<file path="src/rtl/bloon_pkg.sv">
// Shared types and helpers for the bloon wave/lives controller.
//   wave_state_t : controller states
//   LIVES_W, SCORE_W : widths of the lives and score counters
//   PATH_TU_SHIFT : log2 of Clk cycles per path time unit
//   popcount() : number of set bits in a vector of up to 32 bits
package bloon_pkg;

  typedef enum logic [2:0] {
    IDLE,
    LOAD,
    RUN,
    WAVE_DONE,
    GAME_OVER
  } wave_state_t;

  localparam int unsigned LIVES_W       = 8;
  localparam int unsigned SCORE_W       = 16;
  localparam int unsigned PATH_TU_SHIFT = 20;

  function automatic logic [7:0] popcount(input logic [31:0] v);
    logic [7:0] cnt;
    cnt = '0;
    for (int unsigned i = 0; i < 32; i++) begin
      cnt = cnt + {7'd0, v[i]};
    end
    return cnt;
  endfunction

endpackage

</file>
<file path="src/rtl/rise_det.sv">
// Registered rising-edge detector.
//   Clk     : system clock
//   reset_n : async active-low reset, clears the history register
//   d       : W-bit level input
//   rise    : d & ~previous(d), combinational from the current input
module rise_det #(
  parameter int unsigned W = 1
) (
  input  logic         Clk,
  input  logic         reset_n,
  input  logic [W-1:0] d,
  output logic [W-1:0] rise
);

  logic [W-1:0] q;

  always_ff @(posedge Clk or negedge reset_n) begin
    if (!reset_n) begin
      q <= '0;
    end else begin
      q <= d;
    end
  end

  assign rise = d & ~q;

endmodule

</file>
<file path="src/rtl/bloon_wave_ctrl.sv">
// Wave/lives controller between the game FSM and the bloon path array.
// Schedules per-slot spawn times, starts/pauses/ends waves and tracks
// lives, score and completed waves from edge-detected pops and leaks.
//   Clk, reset_n   : clock, async active-low reset
//   start_wave     : level, starts a wave from IDLE/WAVE_DONE
//   pause_toggle   : rising edge toggles pause while a wave runs
//   pop_i          : per-slot pop level
//   lost_life_i    : per-slot leak level
//   path_reset_o   : sync reset to all path instances
//   run_o          : 1 = paths advance
//   slot_clear_o   : 1 = slot held at 0 (finished or not running)
//   start_time_o   : slot i spawn time at [i*TIME_W +: TIME_W]
//   lives_o        : remaining lives
//   score_o        : saturating pop count
//   wave_o         : completed waves, saturating
//   wave_active_o  : wave running
//   game_over_o    : no lives left
module bloon_wave_ctrl
  import bloon_pkg::*;
#(
  parameter int unsigned N_BLOONS     = 8,
  parameter int unsigned TIME_W       = 128,
  parameter int unsigned START_LIVES  = 100,
  parameter int unsigned BASE_SPACING = 64,
  parameter int unsigned SPACING_STEP = 8,
  parameter int unsigned MIN_SPACING  = 16
) (
  input  logic                         Clk,
  input  logic                         reset_n,
  input  logic                         start_wave,
  input  logic                         pause_toggle,
  input  logic [N_BLOONS-1:0]          pop_i,
  input  logic [N_BLOONS-1:0]          lost_life_i,
  output logic                         path_reset_o,
  output logic                         run_o,
  output logic [N_BLOONS-1:0]          slot_clear_o,
  output logic [N_BLOONS*TIME_W-1:0]   start_time_o,
  output logic [LIVES_W-1:0]           lives_o,
  output logic [SCORE_W-1:0]           score_o,
  output logic [7:0]                   wave_o,
  output logic                         wave_active_o,
  output logic                         game_over_o
);

  wave_state_t state, state_nx;

  logic [N_BLOONS-1:0] slot_done;
  logic [N_BLOONS-1:0] pop_rise_raw, lost_rise_raw;
  logic [N_BLOONS-1:0] pop_rise, lost_rise, leak_mask, done_nx;
  logic                paused, pause_q, pause_rise;
  logic                in_run;
  logic [7:0]          pops, leaks;
  logic [LIVES_W-1:0]  lives_nx;
  logic [SCORE_W:0]    score_sum;
  logic signed [15:0]  spacing_raw;
  logic [15:0]         spacing;

  rise_det #(.W(N_BLOONS)) u_pop_rise (
    .Clk     (Clk),
    .reset_n (reset_n),
    .d       (pop_i),
    .rise    (pop_rise_raw)
  );

  rise_det #(.W(N_BLOONS)) u_lost_rise (
    .Clk     (Clk),
    .reset_n (reset_n),
    .d       (lost_life_i),
    .rise    (lost_rise_raw)
  );

  assign pause_rise = pause_toggle & ~pause_q;

  // Signed arithmetic so late waves go negative and clamp to the floor.
  always_comb begin
    spacing_raw = $signed(16'(BASE_SPACING))
                - $signed({8'd0, wave_o}) * $signed(16'(SPACING_STEP));
    if (spacing_raw < $signed(16'(MIN_SPACING))) begin
      spacing = 16'(MIN_SPACING);
    end else begin
      spacing = spacing_raw;
    end
  end

  // Per-cycle accounting; a pop on a slot masks a same-cycle leak there.
  always_comb begin
    in_run    = (state == RUN);
    pop_rise  = in_run ? (pop_rise_raw & ~slot_done) : '0;
    lost_rise = in_run ? (lost_rise_raw & ~slot_done) : '0;
    leak_mask = lost_rise & ~pop_rise;
    pops      = popcount(32'(pop_rise));
    leaks     = popcount(32'(leak_mask));
    done_nx   = slot_done | pop_rise | lost_rise;
    lives_nx  = (lives_o > LIVES_W'(leaks)) ? (lives_o - LIVES_W'(leaks)) : '0;
    score_sum = {1'b0, score_o} + (SCORE_W + 1)'(pops);
  end

  always_comb begin
    state_nx      = state;
    path_reset_o  = 1'b0;
    run_o         = 1'b0;
    slot_clear_o  = '1;
    wave_active_o = 1'b0;
    game_over_o   = 1'b0;
    case (state)
      IDLE, WAVE_DONE: begin
        path_reset_o = 1'b1;
        if (start_wave) state_nx = LOAD;
      end
      LOAD: begin
        path_reset_o = 1'b1;
        state_nx     = RUN;
      end
      RUN: begin
        run_o         = ~paused;
        slot_clear_o  = slot_done;
        wave_active_o = 1'b1;
        if (lives_nx == '0) begin
          state_nx = GAME_OVER;
        end else if (&done_nx) begin
          state_nx = WAVE_DONE;
        end
      end
      GAME_OVER: begin
        slot_clear_o = slot_done;
        game_over_o  = 1'b1;
      end
      default: state_nx = IDLE;
    endcase
  end

  always_ff @(posedge Clk or negedge reset_n) begin
    if (!reset_n) begin
      state        <= IDLE;
      slot_done    <= '0;
      paused       <= 1'b0;
      pause_q      <= 1'b0;
      lives_o      <= LIVES_W'(START_LIVES);
      score_o      <= '0;
      wave_o       <= '0;
      start_time_o <= '0;
    end else begin
      state   <= state_nx;
      pause_q <= pause_toggle;
      case (state)
        LOAD: begin
          slot_done <= '0;
          paused    <= 1'b0;
          for (int unsigned i = 0; i < N_BLOONS; i++) begin
            start_time_o[i*TIME_W +: TIME_W] <=
              {{(TIME_W-16){1'b0}}, 16'(i) * spacing};
          end
        end
        RUN: begin
          slot_done <= done_nx;
          lives_o   <= lives_nx;
          score_o   <= score_sum[SCORE_W] ? '1 : score_sum[SCORE_W-1:0];
          if (pause_rise) paused <= ~paused;
          if ((lives_nx != '0) && (&done_nx) && (wave_o != 8'hFF)) begin
            wave_o <= wave_o + 8'd1;
          end
        end
        default: ;
      endcase
    end
  end

endmodule

</file>
<file path="config.mk">
export PLATFORM = sky130hd
export DESIGN_NAME = bloon_wave_ctrl
export DESIGN_NICKNAME = d
export VERILOG_FILES = /design/src/rtl/bloon_pkg.sv /design/src/rtl/rise_det.sv /design/src/rtl/bloon_wave_ctrl.sv
export SDC_FILE = /design/constraint.sdc
export NUM_CORES = 1
export LEC_CHECK = 0
export CORE_AREA = 2 2 420 422
export DETAILED_ROUTE_END_ITERATION = 10
export DIE_AREA = 0 0 422 424
export MAX_ROUTING_LAYER = met4
export SETUP_SLACK_MARGIN = 0.05
export SKIP_LAST_GASP = 1
export SYNTH_ARGS = -nofsm -noshare
export SYNTH_HDL_FRONTEND = slang
export SYNTH_SLANG_ARGS = --single-unit
</file>
<file path="constraint.sdc">
create_clock -name Clk -period 11.6 [get_ports Clk]
set_input_delay 1.16 -clock Clk [delete_from_list [all_inputs] [get_ports Clk]]
set_output_delay 1.16 -clock Clk [all_outputs]
set_load 0.05 [all_outputs]
</file>
==> results.py <==
metrics = {
    "detailed_routing": {
        "num_vias": 7665,
        "vias_per_cell": 1.87,
        "ant_nets": 0,
        "drt-pass1-iter-count": 4,
        "wl_per_cell_um": 8.60,
        "route.detailed.drc": 0,
        "drtIter0Drc": 370,
        "routed_wl_mm": 35.2,
    },
    "setup_path": {
        "start_kind": "input pin",
        "crit_type": "in2reg",
        "cp_common_cell": "fa_1",
        "cp.required_ps": 11890,
        "cp_num_buf_inv": 4,
        "cp_max_fo": 8,
        "crit_path_cell_trace": "clkdlybuf4s50_1 -> nor2b_1 -> nor4_1 -> fa_1 -> inv_1 -> fa_1 -> inv_1 -> fa_1 -> ha_1 -> inv_1 -> fa_1 -> xor2_1 -> ha_1 -> and3b_1 -> or3_1 -> a211oi_2 -> nand4_4 -> nand3_2 -> mux2_4",
        "cp_top_family": "adder cells",
        "end_kind": "register",
        "worstPathArrival_ps": 6490,
        "max_stage_delay_ps": 550,
        "slowest_stage": "fa_1",
    },
    "logic_synthesis": {
        "synth_area_leaders": "buf_4, dfrtp_1, ha_1",
        "synth.distinct_cells": 65,
        "synth-seq-area-share_pct": 18.2,
        "netlist_area_um2": 13800,
        "ys_warn_count": 0,
        "ys.flop_type": "dfrtp_1",
        "async_flop_share_pct": 100,
        "ys_ff_latch": 100,
        "yosys-top-cells-count": "buf_4, nand2_1, dfrtp_1, o21ai_0, ha_1",
        "synth_top_cell_by_area": "buf_4",
        "synth.most_common_cell": "buf_4",
        "synth.top_cell.area_share_pct": 53.6,
        "synth_edf_count": 0,
        "syn_inst": 1655,
        "syn_avg_cell_area_um2": 8.34,
    },
    "cells_and_area": {
        "drive_gt1_share_pct": 3.36,
        "final_cells": 4097,
        "multi_input_area_um2": 7190,
        "nFillCells": 20562,
        "seq_area_um2": 2510,
        "antenna_cells": 0,
        "final_nets": 1840,
        "area_growth_pct": 5.99,
    },
    "floorplanning": {
        "die_h_um": 424,
        "dieArea_um2": 179000,
        "start_util_pct": 7.89,
        "core_um2": 175000,
        "ios": 1088,
        "rows": 154,
        "die_w_um": 422,
    },
    "sta": {
        "final_hold_viol_count": 0,
        "slew_headroom_pct": 24.8,
        "max_freq_mhz": 161,
        "setup_viol": 0,
        "finClkSkew_ps": 14.7,
        "rsz0062_at_grt": "no",
        "finalCritPeriodShare_pct": 53.5,
        "fin_setup_tns_ps": 0,
        "fin_crit_ps": 6200,
        "slew_viol_final": 0,
        "tightest_slew_ps": 1130,
    },
    "clock_tree": {
        "cts_buffers": 9,
        "postCtsSetupRepairBufs": 0,
        "clkTransAtPathRegs_ps": 90,
        "cts_resized": 0,
        "cts_tree": "done",
        "cts_hold_buf": 0,
        "clk_path_buf_depth": 2,
        "cts.sinks": 100,
        "htree_levels": 3,
        "cts-root-buf": "clkbuf_16",
        "clk_latency_ps": 400,
    },
    "grt": {
        "antenna_found_initial": 0,
        "grt.total_usage_pct": 3.65,
        "grt_overflow_total": 0,
        "grt_max_degree": 61,
        "grt_pass1_wl_mm": 44.3,
        "grt_pass1_vias": 5780,
    },
    "hold_path": {
        "min_path_type": "reg2reg",
    },
    "power": {
        "power.density_nw_per_um2": 198,
        "leakagePower_nw": 6.89,
        "vdd_drop_max_mv": 0.0742,
    },
    "placed_design": {
        "gp_congestion": 0.756,
        "port_buffers": 150,
        "post-dp-hpwl_mm": 30.6,
        "dp.cells": 4081,
    },
    "job": {
        "drv_cap": 0,
    },
    "run_status": {
        "status": "finished, final reports clean",
    },
}
==> final timing paths <==
kind / from / endpoint / slack, ps / depth (start not counted)
max in group asynchronous: reset_n / start_time_o[653] / 9520 / 2
worst max-delay path: pop_i[1] / wave_o[1] / 5400 / 19
min in group asynchronous: reset_n / u_pop_rise.q[0] / 800 / 1
worst min-delay path: start_time_o[904] / start_time_o[904] / 490 / 2
worst max register to register: state[0] / wave_o[1] / 5960 / 18
worst min register to register: start_time_o[904] / start_time_o[904] / 490 / 2
==> report_power, final <==
group          total [mW]  internal, mW  switching, mW
Sequential          0.546         0.430          0.116
Clock               0.333         0.156          0.177
Combinational        2.01         0.440           1.57
Total                2.89          1.03           1.86
==> cell families after synthesis <==
logic type | Yosys count | share of synthesized area, %
buf+inv | 1040 | 55.2
flops | 100 | 18.2
fa+ha+maj | 68 | 7.26
other cells | 1 | 0.0272
xor+xnor | 41 | 2.60
compound gates | 116 | 5.17
mux | 13 | 1.04
simple gates | 276 | 10.5
==> worst min-delay path, cell delays in order (launching register included) <==
cell and delay [ps]:
dfrtp_1 350, nand2_1 50, o21ai_0 60
==> cells in the final DEF, fill, tap and decap left out, drive strengths merged, types with 8 or more instances in the layout <==
cell | netlist | final
a21o | 13 | 13
nand2 | 100 | 100
nand2b | 11 | 11
or3 | 10 | 10
nor4 | 12 | 12
nor3 | 12 | 12
clkdlybuf4s50 | 0 | 149
fa | 20 | 20
inv | 32 | 35
nor2b | 14 | 14
xnor2 | 26 | 26
conb | 1 | 937
nor2 | 37 | 37
clkbuf | 16 | 9
nand3 | 16 | 16
nand4 | 9 | 9
a21oi | 23 | 23
dfrtp | 97 | 97
o21ai | 50 | 50
xor2 | 15 | 15
or2 | 12 | 12
ha | 48 | 48
nor3b | 15 | 15
mux2 | 8 | 8
buf | 992 | 9
==> area by class of cell <==
type                       instances  area share (%)
clock buffer                       9            1.54
inverter                          32           0.821
clock inverter                     7           0.608
tap                             2340            20.0
multi-input combinational       1451            49.2
timing repair buffer             158            10.7
sequential                       100            17.1
==> per-layer routing <==
metal,share of wire [%],up-vias,global-route usage (%)
met5,0,-,-
met3,7.8,30,0.903
met2,49,410,5.62
met1,40,3679,4.39
met4,3.1,0,1.90
li1,-,3546,-
==> sequential cells by signal (all words and copies together) (netlist names) <==
name and flops:
start_time_o 39, wave_o 8, lives_o 8, u_lost_rise.q 8
pause_q 1, state 3, u_pop_rise.q 8, paused 1
score_o 16, slot_done 8
==> metrics by stage <==
| stage | utilization (%) | hold WS (ps) | instance area [µm²] | power, mW | setup slack [ps] |
|---|---|---|---|---|---|
| global route | 8.36 | 500 | 14600 | 3.08 | 5060 |
| CTS | 8.36 | 488 | 14600 | 2.94 | 5430 |
| floorplan | - | 446 | 17300 | 2.35 | 5710 |
| global placement | 8.18 | 462 | 14300 | 2.55 | 5060 |
| finish | 8.36 | 486 | 14600 | 2.89 | 5400 |
| detailed placement | 8.18 | 467 | 14300 | 2.58 | 4980 |
No activity file was read; power rests on OpenSTA's default activity.
